$ cat src/rtl/pe_pkg.sv
// Shared PE datapath definitions: bf16 field widths, common bf16 constants,
// and the accumulator FSM state encoding.
package pe_pkg;
   localparam int BF16_EXP_BIT = 8;
   localparam int BF16_MAT_BIT = 7;

   localparam logic [15:0] BF16_ZERO = 16'h0000;
   localparam logic [15:0] BF16_ONE  = 16'h3F80;

   localparam logic [0:0] S_ACC = 1'b0;   // accumulating a vector
   localparam logic [0:0] S_OUT = 1'b1;   // result held for downstream
endpackage

$ cat src/rtl/add_fp.sv
// add_fp: bf16-style floating-point adder, round-to-nearest-even, gradual
// underflow, IEEE special values (canonical quiet NaN).
// Ports:
//   clk, rst     clock / async active-low reset (used only for the optional
//                output register)
//   in_a, in_b   operands
//   out_sum      sum; combinational when ENABLE_PIPELINE=0, registered otherwise
module add_fp #(
   parameter int EXP_BIT         = 8,
   parameter int MAT_BIT         = 7,
   parameter int DATA_BIT        = 16,
   parameter int ENABLE_PIPELINE = 0
) (
   input  logic                clk,
   input  logic                rst,
   input  logic [DATA_BIT-1:0] in_a,
   input  logic [DATA_BIT-1:0] in_b,
   output logic [DATA_BIT-1:0] out_sum
);
   localparam int XW = MAT_BIT + 4;   // hidden + fraction + guard/round/sticky
   localparam int SW = XW + 1;        // plus carry
   localparam int EW = EXP_BIT + 2;   // headroom for exponent arithmetic

   logic [DATA_BIT-1:0] big, sml, sum_c, sum_q;
   logic [EXP_BIT-1:0]  eb_raw, es_raw;
   logic [EW-1:0]       e_big, e_sml, e_res, diff;
   logic [XW-1:0]       m_big, m_sml, m_sh, norm;
   logic [SW-1:0]       s;
   logic [MAT_BIT+1:0]  rnd;
   logic                sticky, sub, rup, a_nan, b_nan, a_inf, b_inf;
   int                  lz, sh;

   always_comb begin
      // order operands by magnitude so the result sign comes from 'big'
      if (in_a[DATA_BIT-2:0] >= in_b[DATA_BIT-2:0]) begin
         big = in_a; sml = in_b;
      end else begin
         big = in_b; sml = in_a;
      end
      eb_raw = big[DATA_BIT-2 -: EXP_BIT];
      es_raw = sml[DATA_BIT-2 -: EXP_BIT];
      // subnormals use exponent 1 with hidden bit 0
      e_big  = (eb_raw == '0) ? EW'(1) : EW'(eb_raw);
      e_sml  = (es_raw == '0) ? EW'(1) : EW'(es_raw);
      m_big  = {|eb_raw, big[MAT_BIT-1:0], 3'b000};
      m_sml  = {|es_raw, sml[MAT_BIT-1:0], 3'b000};
      diff   = e_big - e_sml;

      sticky = 1'b0;
      if (diff >= EW'(XW)) begin
         m_sh   = '0;
         sticky = |m_sml;
      end else begin
         for (int i = 0; i < XW; i++)
            if (i < int'(diff)) sticky = sticky | m_sml[i];
         m_sh = m_sml >> diff;
      end
      m_sh[0] = m_sh[0] | sticky;

      sub = big[DATA_BIT-1] ^ sml[DATA_BIT-1];
      s   = sub ? ({1'b0, m_big} - {1'b0, m_sh}) : ({1'b0, m_big} + {1'b0, m_sh});

      lz = XW;
      sh = 0;
      if (s[SW-1]) begin
         norm    = s[XW:1];
         norm[0] = norm[0] | s[0];
         e_res   = e_big + EW'(1);
      end else begin
         for (int i = 0; i < XW; i++)
            if (s[i]) lz = XW - 1 - i;
         // never shift below exponent 1: that is where subnormals live
         sh = (lz > int'(e_big) - 1) ? int'(e_big) - 1 : lz;
         norm  = s[XW-1:0] << sh;
         e_res = e_big - EW'(sh);
         if (!norm[XW-1]) e_res = '0;
      end

      rup = norm[2] & (norm[1] | norm[0] | norm[3]);
      rnd = {1'b0, norm[XW-1:3]} + (MAT_BIT+2)'(rup);
      if (rnd[MAT_BIT+1]) begin
         e_res = e_res + EW'(1);
         rnd   = rnd >> 1;
      end
      if (e_res == '0 && rnd[MAT_BIT]) e_res = EW'(1);   // rounded up into normal range

      if (e_res >= EW'((1 << EXP_BIT) - 1))
         sum_c = {big[DATA_BIT-1], {EXP_BIT{1'b1}}, {MAT_BIT{1'b0}}};
      else
         sum_c = {big[DATA_BIT-1], e_res[EXP_BIT-1:0], rnd[MAT_BIT-1:0]};

      // exact cancellation gives +0; -0 + -0 stays -0
      if (s == '0)
         sum_c = {big[DATA_BIT-1] & sml[DATA_BIT-1], {(DATA_BIT-1){1'b0}}};

      a_nan = (&in_a[DATA_BIT-2 -: EXP_BIT]) & (|in_a[MAT_BIT-1:0]);
      b_nan = (&in_b[DATA_BIT-2 -: EXP_BIT]) & (|in_b[MAT_BIT-1:0]);
      a_inf = (&in_a[DATA_BIT-2 -: EXP_BIT]) & ~(|in_a[MAT_BIT-1:0]);
      b_inf = (&in_b[DATA_BIT-2 -: EXP_BIT]) & ~(|in_b[MAT_BIT-1:0]);
      if (a_nan | b_nan | (a_inf & b_inf & sub))
         sum_c = {1'b0, {EXP_BIT{1'b1}}, 1'b1, {(MAT_BIT-1){1'b0}}};
      else if (a_inf | b_inf)
         sum_c = big;   // the infinity always sorts as the larger operand
   end

   always_ff @(posedge clk or negedge rst) begin
      if (!rst) sum_q <= '0;
      else      sum_q <= sum_c;
   end

   assign out_sum = (ENABLE_PIPELINE != 0) ? sum_q : sum_c;
endmodule

$ cat src/rtl/fp_acc_stream.sv
// fp_acc_stream: streaming bf16 accumulator. Sums each in_last-delimited
// vector of products and emits one registered result per vector.
// Ports:
//   clk, rst                         clock / async active-low reset
//   in_valid, in_ready, in_data,
//   in_last                          product stream (valid/ready)
//   out_valid, out_ready             result handshake
//   out_data                         accumulated sum
//   out_count                        beats summed (1..MAX_LEN)
//   out_trunc                        vector force-closed at MAX_LEN
module fp_acc_stream
   import pe_pkg::*;
#(
   parameter int EXP_BIT  = BF16_EXP_BIT,
   parameter int MAT_BIT  = BF16_MAT_BIT,
   parameter int DATA_BIT = 16,
   parameter int MAX_LEN  = 256,
   localparam int CNT_BIT = $clog2(MAX_LEN) + 1
) (
   input  logic                clk,
   input  logic                rst,
   input  logic                in_valid,
   output logic                in_ready,
   input  logic [DATA_BIT-1:0] in_data,
   input  logic                in_last,
   output logic                out_valid,
   input  logic                out_ready,
   output logic [DATA_BIT-1:0] out_data,
   output logic [CNT_BIT-1:0]  out_count,
   output logic                out_trunc
);
   logic [0:0]          state;
   logic [DATA_BIT-1:0] acc, add_sum, new_sum;
   logic [CNT_BIT-1:0]  cnt;
   logic                first, accept, closing;

   // single-cycle adder keeps the acc feedback loop hazard-free
   add_fp #(
      .EXP_BIT(EXP_BIT), .MAT_BIT(MAT_BIT), .DATA_BIT(DATA_BIT), .ENABLE_PIPELINE(0)
   ) u_add (
      .clk(clk), .rst(rst), .in_a(acc), .in_b(in_data), .out_sum(add_sum)
   );

   // a held result drains in the same cycle a new beat is taken: no bubble
   assign in_ready = (state == S_ACC) | ((state == S_OUT) & out_ready);
   assign accept   = in_valid & in_ready;
   // first beat bypasses the adder so its sign (incl. -0) is kept verbatim
   assign new_sum  = first ? in_data : add_sum;
   assign closing  = accept & (in_last | (cnt == CNT_BIT'(MAX_LEN - 1)));
   assign out_valid = (state == S_OUT);

   always_ff @(posedge clk or negedge rst) begin
      if (!rst) begin
         state     <= S_ACC;
         acc       <= DATA_BIT'(BF16_ZERO);
         cnt       <= '0;
         first     <= 1'b1;
         out_data  <= '0;
         out_count <= '0;
         out_trunc <= 1'b0;
      end else begin
         if (closing) begin
            state     <= S_OUT;
            out_data  <= new_sum;
            out_count <= cnt + CNT_BIT'(1);
            out_trunc <= ~in_last;
            acc       <= DATA_BIT'(BF16_ZERO);
            cnt       <= '0;
            first     <= 1'b1;
         end else begin
            if (accept) begin
               acc   <= new_sum;
               cnt   <= cnt + CNT_BIT'(1);
               first <= 1'b0;
            end
            if ((state == S_OUT) && out_ready) state <= S_ACC;
         end
      end
   end
endmodule

$ cat config.mk
export PLATFORM = sky130hd
export DESIGN_NAME = fp_acc_stream
export DESIGN_NICKNAME = d
export VERILOG_FILES = /design/src/rtl/pe_pkg.sv /design/src/rtl/add_fp.sv /design/src/rtl/fp_acc_stream.sv
export SDC_FILE = /design/constraint.sdc
export NUM_CORES = 1
export LEC_CHECK = 0
export CORE_MARGIN = 1
export CORE_UTILIZATION = 40
export DETAILED_ROUTE_END_ITERATION = 10
export HOLD_SLACK_MARGIN = 0.05
export MAX_ROUTING_LAYER = met4
export PLACE_DENSITY_LB_ADDON = 0.15
export SLEW_MARGIN = 10
export SYNTH_ARGS = -nofsm -noshare
export SYNTH_HDL_FRONTEND = slang
export SYNTH_SLANG_ARGS = --single-unit
$ cat constraint.sdc
create_clock -name clk -period 20.4 [get_ports clk]
set_clock_uncertainty 0.1 [all_clocks]
set_input_delay 4.08 -clock clk [delete_from_list [all_inputs] [get_ports clk]]
set_output_delay 4.08 -clock clk [all_outputs]
set_load 0.05 [all_outputs]
==> results_dict.tcl <==
set metrics [dict create \
    outcome "complete, no violations" \
    min_period_ns 18.28 \
    slew_viol_final 0 \
    die_x_um 145 \
    r2r-end "acc[6]" \
    critPathMaxFanout 24 \
    synth-seq-cells 53 \
    min_period_over_period_pct 89.6 \
    pre_cts_ws_ns 2.12 \
    wl_per_cell_um 19.9 \
    ff2ff_path_depth 49 \
    ys_async_sr_fraction_pct 100 \
    grt_max_degree 54 \
    cts_hold_buf 0 \
    clk_pin_slew_ns 0.07 \
    highest_layer "met4" \
    htreeDepth 2 \
    synth_edf_count 0 \
    dieArea_mm2 0.0210 \
    drive_gt1_share_pct 7.11 \
    wl_met1_um 13200 \
    cts_resized 0 \
    yosys-top-cells-area "dfrtp_1 (16%), ha_1 (8.6%), nand2_1 (7.0%), o21ai_0 (5.9%), a21oi_1 (4.5%)" \
    dr_wl_met2_um 12900 \
    drt_iter0_drc 745 \
    synth_top_flop_cell "dfrtp_1" \
    register_area_mm2 0.00133 \
    cts.sinks 53 \
    yosysUniqueCellTypes 99 \
    fp.coreArea_mm2 0.0197 \
    min_from "out_count[4]" \
    cp.arrival_ns 18.33 \
    drc 0 \
    post_cts_buffers 0 \
    synthesis.nets 1209 \
    grt_pass1_wl_um 45600 \
    firstDrtPassIters 5 \
    rr_startpoint "acc[14]" \
    yosysWarnings 0 \
    critPathCaptureType "flip-flop" \
    setup_ws_ns 2.12 \
    io_pins 49 \
    antenna_cells 0 \
    relSlewSlack_pct 29.3 \
    crit_top_cell "ha_1" \
    grt_overflow_total 0 \
    totalWireLength_um 28300 \
    cts_buffers 5 \
    fillCellCount 2008 \
    yosysTopAreaCell "dfrtp_1" \
    cp-start-kind "input pin" \
    place_hpwl_um 22200 \
    routabilityCongestion 0.952 \
    placementRows 51 \
    syn_to_final_growth_pct 11.4 \
    synthTopCellsByCount "nand2_1 (153), o21ai_0 (96), nor2_1 (90), a21oi_1 (73), inv_1 (57)" \
    required_ns 20.45 \
    vias 8907 \
    hold_path_class "reg -> reg" \
    rsz0062_at_grt "no" \
    initial_core_util_pct 41.4 \
    synth.most_common_cell "nand2_1" \
    crit_type "in -> reg" \
    synth_area_per_cell_um2 7.22 \
    antenna_found_initial 0 \
    synth.top_cell.area_share_pct 16.0 \
    reg2reg_setup_slack_ns 6.15 \
    max_freq_mhz 54.7 \
    via_per_inst 6.28 \
    root_buffer "clkbuf_16" \
    io_buffers 48 \
    drv_cap 0 \
    ant_nets 0 \
    slowest_stage "clkdlybuf4s50_1" \
    multiInputGateArea_mm2 0.00642 \
    nNetsFinal 1232 \
    hold_viol_final 0 \
    grtUsageTotal_pct 28.8 \
    syn-instance-count 1130 \
    synth.cell_area_mm2 0.00815 \
    setup_viol 0 \
    worst_slew_pin_slew_ns 1.06 \
    min_to "out_count[4]" \
    wl_met3_um 1470 \
    hold-path-cell-count 2 \
    clockBufferDepth 2 \
    die_h_um 145 \
    grt_pass1_vias 8198 \
    cts_tree "built" \
    clkLatencyLatePin_ns 0.30 \
    max_stage_delay_ns 0.62 \
    synth-seq-area-share_pct 16.3 \
    setup_tns_ns 0 \
]
metal layers:
| layer | global-route usage, % | up-vias |
|---|---|---|
| met3 | 1.88 | 56 |
| li1 | - | 4279 |
| met2 | 45.4 | 335 |
| met1 | 39.5 | 4237 |
| met5 | - | - |
| met4 | 8.25 | 0 |
per-stage QoR:
step           cells  util (%)  hold WS [ns]  instance area, um^2
2_1_floorplan   1130         -         0.375                 8150
3_3_place_gp    1411      45.3         0.362                 8930
3_5_place_dp    1411      45.3         0.363                 8930
4_1_cts         1419      46.1         0.387                 9090
5_1_grt         1419      46.1         0.413                 9090
6_report        1419      46.1         0.382                 9090
worst max-delay path by stage:
stage                      from       to  slack, ns  cells after the start
global route        in_data[13]   acc[6]       1.02                     51
CTS                 in_data[13]   acc[6]       2.34                     51
global placement    in_data[13]   acc[6]       2.26                     51
floorplan           in_data[14]  acc[11]       4.04                     55
finish              in_data[13]   acc[6]       2.12                     51
detailed placement  in_data[13]   acc[6]       2.12                     51
placed cells by master, fill, tap and decap left out, types with 8 or more instances in the layout:
master,n
xnor2_1,29
buf_4,19
a21o_1,13
inv_1,57
clkdlybuf4s50_1,47
xor2_1,8
and3_1,23
and2_1,17
o21a_1,10
or3_1,9
o21ai_0,96
a21oi_1,73
a211oi_1,17
nor2_1,90
nand3_1,47
o22ai_1,8
nand2_1,153
mux2i_1,33
dfrtp_1,52
nor2b_1,10
o211ai_1,8
nand4_1,17
a31oi_1,20
nand2b_1,12
ha_1,56
o31ai_1,14
a41oi_1,9
nor3_1,26
a32oi_1,9
final cells by class:
cell class | instances | share of cell area, %
Multi-Input combinational cell | 963 | 70.6
Sequential cell | 53 | 14.6
Timing Repair Buffer | 67 | 6.80
Tap cell | 265 | 3.65
Inverter | 63 | 2.60
Clock buffer | 6 | 1.53
Clock inverter | 2 | 0.179
flip-flops by register name, summed over array words and instances, names as in the netlist:
signal     cells
out_count      9
first          1
cnt            9
acc           16
out_valid      1
out_trunc      1
out_data      16
worst max-delay path: cells and delay by family:
family,cells,cell delay [ns]
compound gates,20,5.28
buf+inv,5,1.33
xor+xnor,2,0.68
mux,1,0.34
fa+ha+maj,5,1.96
simple gates,18,4.61
logic make-up (layout without fill, tap and decap cells):
| logic type | count (synthesis) | in the layout | synth area share, % |
|---|---|---|---|
| other | 1 | 1 | 0.0460 |
| adder cells (fa/ha/maj) | 58 | 58 | 9.08 |
| multiplexers | 42 | 42 | 5.71 |
| AND/OR/NAND/NOR | 442 | 442 | 26.5 |
| AO/OA/AOI/OAI | 383 | 383 | 33.0 |
| XOR/XNOR | 37 | 37 | 3.97 |
| flip-flops | 53 | 53 | 16.3 |
| buffers and inverters | 114 | 138 | 5.42 |
Power is not shown: default switching activity piles up to over one toggle a cycle in this logic, so the estimate is an artifact.
